## config.mk

```make
export PLATFORM = sky130hd
export DESIGN_NAME = fetch_npc
export DESIGN_NICKNAME = d
export VERILOG_FILES = /design/src/rtl/fetch_npc.sv
export SDC_FILE = /design/constraint.sdc
export NUM_CORES = 1
export LEC_CHECK = 0
export ABC_AREA = 1
export CORE_MARGIN = 3
export CORE_UTILIZATION = 43
export DETAILED_ROUTE_END_ITERATION = 6
export PLACE_DENSITY_LB_ADDON = 0.15
export SLEW_MARGIN = 30
export SYNTH_ARGS = -nofsm -noshare
export SYNTH_HDL_FRONTEND = slang
export SYNTH_SLANG_ARGS = --single-unit
```

## constraint.sdc

```tcl
create_clock -name clk -period 7.63 [get_ports clk]
set_clock_uncertainty 0.1 [all_clocks]
set_input_delay 1.526 -clock clk [delete_from_list [all_inputs] [get_ports clk]]
set_output_delay 1.526 -clock clk [all_outputs]
set_load 0.005 [all_outputs]
```

## src/rtl/fetch_npc.sv

```systemverilog
// Fetch front end: drives PC next-value, issues one-outstanding imem fetches, buffers 2 instructions.
// Optional STATIC_JAL_PREDICT_EN: redirect npc to the JAL target in the response cycle.
module fetch_npc (
  input  logic        clk,
  input  logic        rst,
  input  logic [31:0] pc_i,
  output logic [31:0] npc_o,
  output logic        imem_req,
  output logic [31:0] imem_addr,
  input  logic        imem_gnt,
  input  logic        imem_rvalid,
  input  logic [31:0] imem_rdata,
  input  logic        redirect_valid,
  input  logic [31:0] redirect_target,
  output logic        inst_valid,
  output logic [31:0] inst_pc,
  output logic [31:0] inst,
  input  logic        inst_ready
);

  typedef enum logic [1:0] {IDLE, WAIT, DROP} state_t;

  typedef struct packed {
    logic [31:0] pc;
    logic [31:0] ins;
  } entry_t;

  state_t      state;
  logic [1:0]  count;
  logic [31:0] req_pc;
  entry_t      head, tail, new_e;
  logic        grant, enq, deq;
  logic        jal_hit;
  logic [31:0] jal_tgt;
  logic        unused_ok;

  assign imem_req   = (state == IDLE) && (count != 2'd2) && !redirect_valid && !rst;
  assign imem_addr  = pc_i;
  assign grant      = imem_req & imem_gnt;
  // A redirect kills both the in-flight response and any same-cycle dequeue.
  assign enq        = (state == WAIT) && imem_rvalid && !redirect_valid;
  assign deq        = inst_valid && inst_ready && !redirect_valid;
  assign inst_valid = (count != 2'd0);
  assign inst_pc    = head.pc;
  assign inst       = head.ins;
  assign new_e      = '{pc: req_pc, ins: imem_rdata};
  assign unused_ok  = ^redirect_target[1:0];

`ifdef STATIC_JAL_PREDICT_EN
  logic [31:0] jal_off;
  assign jal_off = {{11{imem_rdata[31]}}, imem_rdata[31], imem_rdata[19:12],
                    imem_rdata[20], imem_rdata[30:21], 1'b0};
  assign jal_hit = enq && (imem_rdata[6:0] == 7'b1101111);
  assign jal_tgt = req_pc + jal_off;
`else
  assign jal_hit = 1'b0;
  assign jal_tgt = pc_i;
`endif

  always_comb begin
    npc_o = pc_i;
    if (rst)                 npc_o = pc_i;
    else if (redirect_valid) npc_o = {redirect_target[31:2], 2'b00};
    else if (grant)          npc_o = pc_i + 32'd4;
    else if (jal_hit)        npc_o = jal_tgt;
  end

  always_ff @(posedge clk) begin
    if (rst) begin
      state  <= IDLE;
      count  <= 2'd0;
      req_pc <= 32'd0;
    end else begin
      case (state)
        IDLE: if (grant) begin
          state  <= WAIT;
          req_pc <= pc_i;
        end
        WAIT: begin
          if (imem_rvalid)         state <= IDLE;
          else if (redirect_valid) state <= DROP;
        end
        DROP: if (imem_rvalid) state <= IDLE;
        default: state <= IDLE;
      endcase
      if (redirect_valid)    count <= 2'd0;
      else if (enq && !deq)  count <= count + 2'd1;
      else if (deq && !enq)  count <= count - 2'd1;
    end
  end

  // Head is always the oldest entry; tail only holds data when count==2.
  always_ff @(posedge clk) begin
    if (enq && (count == 2'd0 || (count == 2'd1 && deq))) head <= new_e;
    else if (deq)                                         head <= tail;
    if (enq && ((count == 2'd1 && !deq) || count == 2'd2)) tail <= new_e;
  end

endmodule

```

==> results.md <==
Critical path:
- The critical path endpoint category is a primary output.
- The endpoint identified for the worst register-to-register timing path is inst[8].
- The critical path in this run is classified as input pin to primary output.
- The top fanout value on the critical path is 55.
- The path depth of the worst reg2reg path is 7.
- The critical path's slowest cell is sky130_fd_sc_hd__clkdlybuf4s50_1.
- The type of origin of the critical path is an input pin.
- Setup slack on the worst reg-to-reg path comes out at 4.81 ns.
- The data arrival time of the worst path is 4.64 ns.
- The cell repeated most along the worst path is sky130_fd_sc_hd__nand2_1.
- The required time of the critical path is 6.00 ns.
- The biggest cell delay along the critical path is 0.67 ns.
- The origin of the critical flop-to-flop path is count[0].
- Walking the worst path, the cells encountered are clkdlybuf4s50_1, nor2_4, buf_4, nand3_1, nor2_4, buf_4, nand3_1, nand2_1, nand2_1, nand2_1, o211ai_1, clkdlybuf4s50_1.

Layout:
- The net count of the finished layout is 1035.
- Once layout is done, the placed cells without fillers occupy 10600 µm².
- The core occupancy in the finished layout is 60.6%.
- From synthesis to final layout, the design area changed by 37.0%.
- Counting the fill cells in the layout gives 1506.
- The top cell types in the final layout, fill and taps aside, are sky130_fd_sc_hd__clkdlybuf4s50_1, sky130_fd_sc_hd__nand2_1, sky130_fd_sc_hd__edfxtp_1.
- 0 antenna diodes ended up in the layout.
- The combined area of the multi-input logic cells is 2550 µm².
- Across the whole layout, storage elements account for 4560 µm².
- The most common library cell in the layout ignoring fill and taps is sky130_fd_sc_hd__clkdlybuf4s50_1.
- The share of cells above drive strength 1 is 10.8%.

Logic synthesis:
- The average instance area after synthesis is 10.6 µm².
- The simple-gate portion of the synthesized area is 14.2%.
- Summing the areas of all fa, ha and maj instances in the mapped netlist gives 0.809% of the synthesized area.
- The synthesized design contains 164 register bits.
- Counting distinct cell types in the post-synthesis netlist gives 37.
- The synthesis warning total is 0.
- The post-synthesis cell area is 7740 µm².
- The share of synthesized area spent on multiplexers is 9.17%.
- Synthesis handed over a netlist of 732 instances.
- The register area share after synthesis is 59.0%.
- The xor/xnor share of the synthesized area is 0.679%.
- The synthesized netlist devotes 7.60% of its cell area to compound gates.
- The number of nets in the synthesized netlist is 839.
- By area, the combinational part of the netlist is dominated by simple AND/OR/NAND/NOR gates.

Clock network:
- Buffers inserted during clock tree synthesis total 17.
- CTS saw 164 sinks.
- The clock slew at the register clock pins of the worst setup and hold paths is 0.07 ns.
- Buffers added to address setup during post-CTS repair amount to 0.
- The buffer levels on the longest clock path is 2.
- After clock tree synthesis, the flow added hold-fix buffers numbering 0.
- Post-CTS repair changed the size of 0 cells.
- The clock tree synthesis step divided the H-tree into 4 levels.
- The master cell of the clock root buffer is sky130_fd_sc_hd__clkbuf_16.
- At the later pin of the worst-skew pair, clock insertion delay measures 0.42 ns.
- The TritonCTS clock tree is yes.

Route:
- The number of detailed-route iterations in the first pass is 5.
- Wires add up to 20000 µm.
- The total number of vias is 5921.
- The per-cell routed wire length is 17.2 µm.
- The via count normalized by instance count is 5.08.
- The detail route stage leaves a number of antenna-violating nets equal to 0.
- The number of DRC markers in iteration 0 is 293.
- For this run, design rule violations remaining after detail routing come to 0.

Timing:
- The summed negative setup slack over all endpoints is 0 ns.
- Setup violations remaining at the end of the flow were counted as 0.
- Derived from the worst setup path, the maximum achievable clock frequency is 160 MHz.
- The transition time at the pin with the least slew margin is 0.858 ns.
- Measured against its own limit, the worst slew margin works out to 42.7%.
- The number of hold violations in the final report came to 0.
- Across all setup checks in the final design, the least slack found is 1.36 ns.
- Setup repair after global routing left no endpoint under its margin.
- The number of slew-limit violations in the final report is 0.
- The worst path uses 82.2% of the clock period.
- The minimum clock period after layout is 6.27 ns.

Power:
- Dividing total power by cell area gives a power density of 192 nW/µm².
- IR analysis of the VDD net gives a maximum drop of 156 µV.
- The total power draw is 2040 µW.
- The total leakage power is 0.00390 µW.

GRT:
- The overall global routing resource usage is 20.4%.
- For this run, global-route usage on met3 was measured as 6.08%.
- The first global-routing pass estimated 31500 µm of wire.
- The remaining global-route overflow is 0.
- The via count of the first global-routing pass is 5667.
- For this run, global-route usage on met1 was measured as 27.9%.
- After global routing, the most crowded layer is met2.
- For this run, global-route usage on met2 was measured as 31.2%.
- Entering global routing, the biggest net connects 67 pins.
- The initial antenna violation count came to 0.

Outcome:
- The flow ran to the end, and the final reports show no timing, DRC or antenna violations.

Placement:
- The count of port buffers added during placement is 229.
- The placed instances occupy a cell area of 10000 µm².
- Before CTS, the worst setup slack after placement is 1.35 ns.
- The final weighted congestion of routability-driven global placement is 0.890.
- Detailed placement finished with a half-perimeter wire length of 14000 µm.

Min path:
- For hold timing, the worst endpoint is tail[38].
- The path class of the lowest-slack min-delay path is register to register.
- The cell depth of the worst min-delay path is 0.
- The worst hold path begins at req_pc[6].

Floorplanning:
- For this design the top-level I/O count stands at 232.
- The floorplan has 48 rows.
- The die width is 140 µm.
- The die outline area is 19600 µm².
- The die is 140 µm tall.
- The initial cell density of the core is 44.3%.
- The area of the core is 17500 µm².

Job:
- The tool flagged a number of max-cap violations equal to 0.
## report_power, final
group / switching, µW / leakage, µW / internal [µW] / total [µW]
sequential: 7.01 / 0.00146 / 969 / 976
combinational: 96.4 / 0.00216 / 115 / 211
clock: 363 / 0.000276 / 489 / 852
## cell usage after synthesis (all sizes together)
master    n  area, µm²
nand4    10       68.8
xor2      4       35.0
a21boi    1       7.51
nand2   135        509
nor3      6       35.0
mux2     63        709
and3      1       6.26
nand3    45        230
a21oi    36        180
dfxtp    36        721
inv      74        278
ha        5       62.6
o21ai    60        300
and2      1       6.26
nor4      2       27.5
edfxtp  128       3840
clkbuf   12       45.0
o21bai    5       37.5
nor2     52        215
a22o      1       8.76
o311ai    1       8.76
o211ai    6       45.0
xnor2     2       17.5
buf      46        339
## layout make-up
type                            count  share of cell area, %
Sequential cell                   164                   43.1
Timing Repair Buffer              235                   22.1
Inverter                           74                   2.62
Tap cell                          225                   2.66
Clock inverter                     13                   1.40
Clock buffer                       19                   4.08
Multi-Input combinational cell    436                   24.1
## logic make-up after synthesis
| kind of cell | count (synthesis) |
|---|---|
| simple gates | 252 |
| flops | 164 |
| buf+inv | 132 |
| compound gates | 110 |
| mux | 63 |
| xor+xnor | 6 |
| fa+ha+maj | 5 |
## per-stage QoR
step / std cells / hold slack, ns
after floorplan: 732 / 0.308
after global placement: 1134 / 0.311
after detailed placement: 1134 / 0.327
after CTS: 1166 / 0.343
after global routing: 1166 / 0.351
final: 1166 / 0.341
## critical path: cells and delay by family
kind / cells / cell delay [ns]
AO/OA/AOI/OAI: 1 / 0.09
buffers and inverters: 4 / 1.97
AND/OR/NAND/NOR: 7 / 1.03
## registers in the layout, indices dropped and copies added (netlist names)
name / count
req_pc: 32
inst: 32
inst_pc: 32
tail: 64
state: 2
count: 2
## routing by layer
metal,vias up,part of all wire [%]
li1,2899,-
met1,2763,44
met2,228,46
met4,0,2.2
met3,31,7.7
met5,-,0
## worst max path at each step
stage / startpoint / endpoint / slack, ns
floorplan: redirect_valid / tail[0] / 0.41
global placement: rst / npc_o[4] / 1.37
detailed placement: rst / npc_o[4] / 1.35
CTS: rst / npc_o[8] / 1.34
global route: rst / npc_o[8] / 1.05
finish: rst / npc_o[8] / 1.36
(Power assumes the default switching activity.)
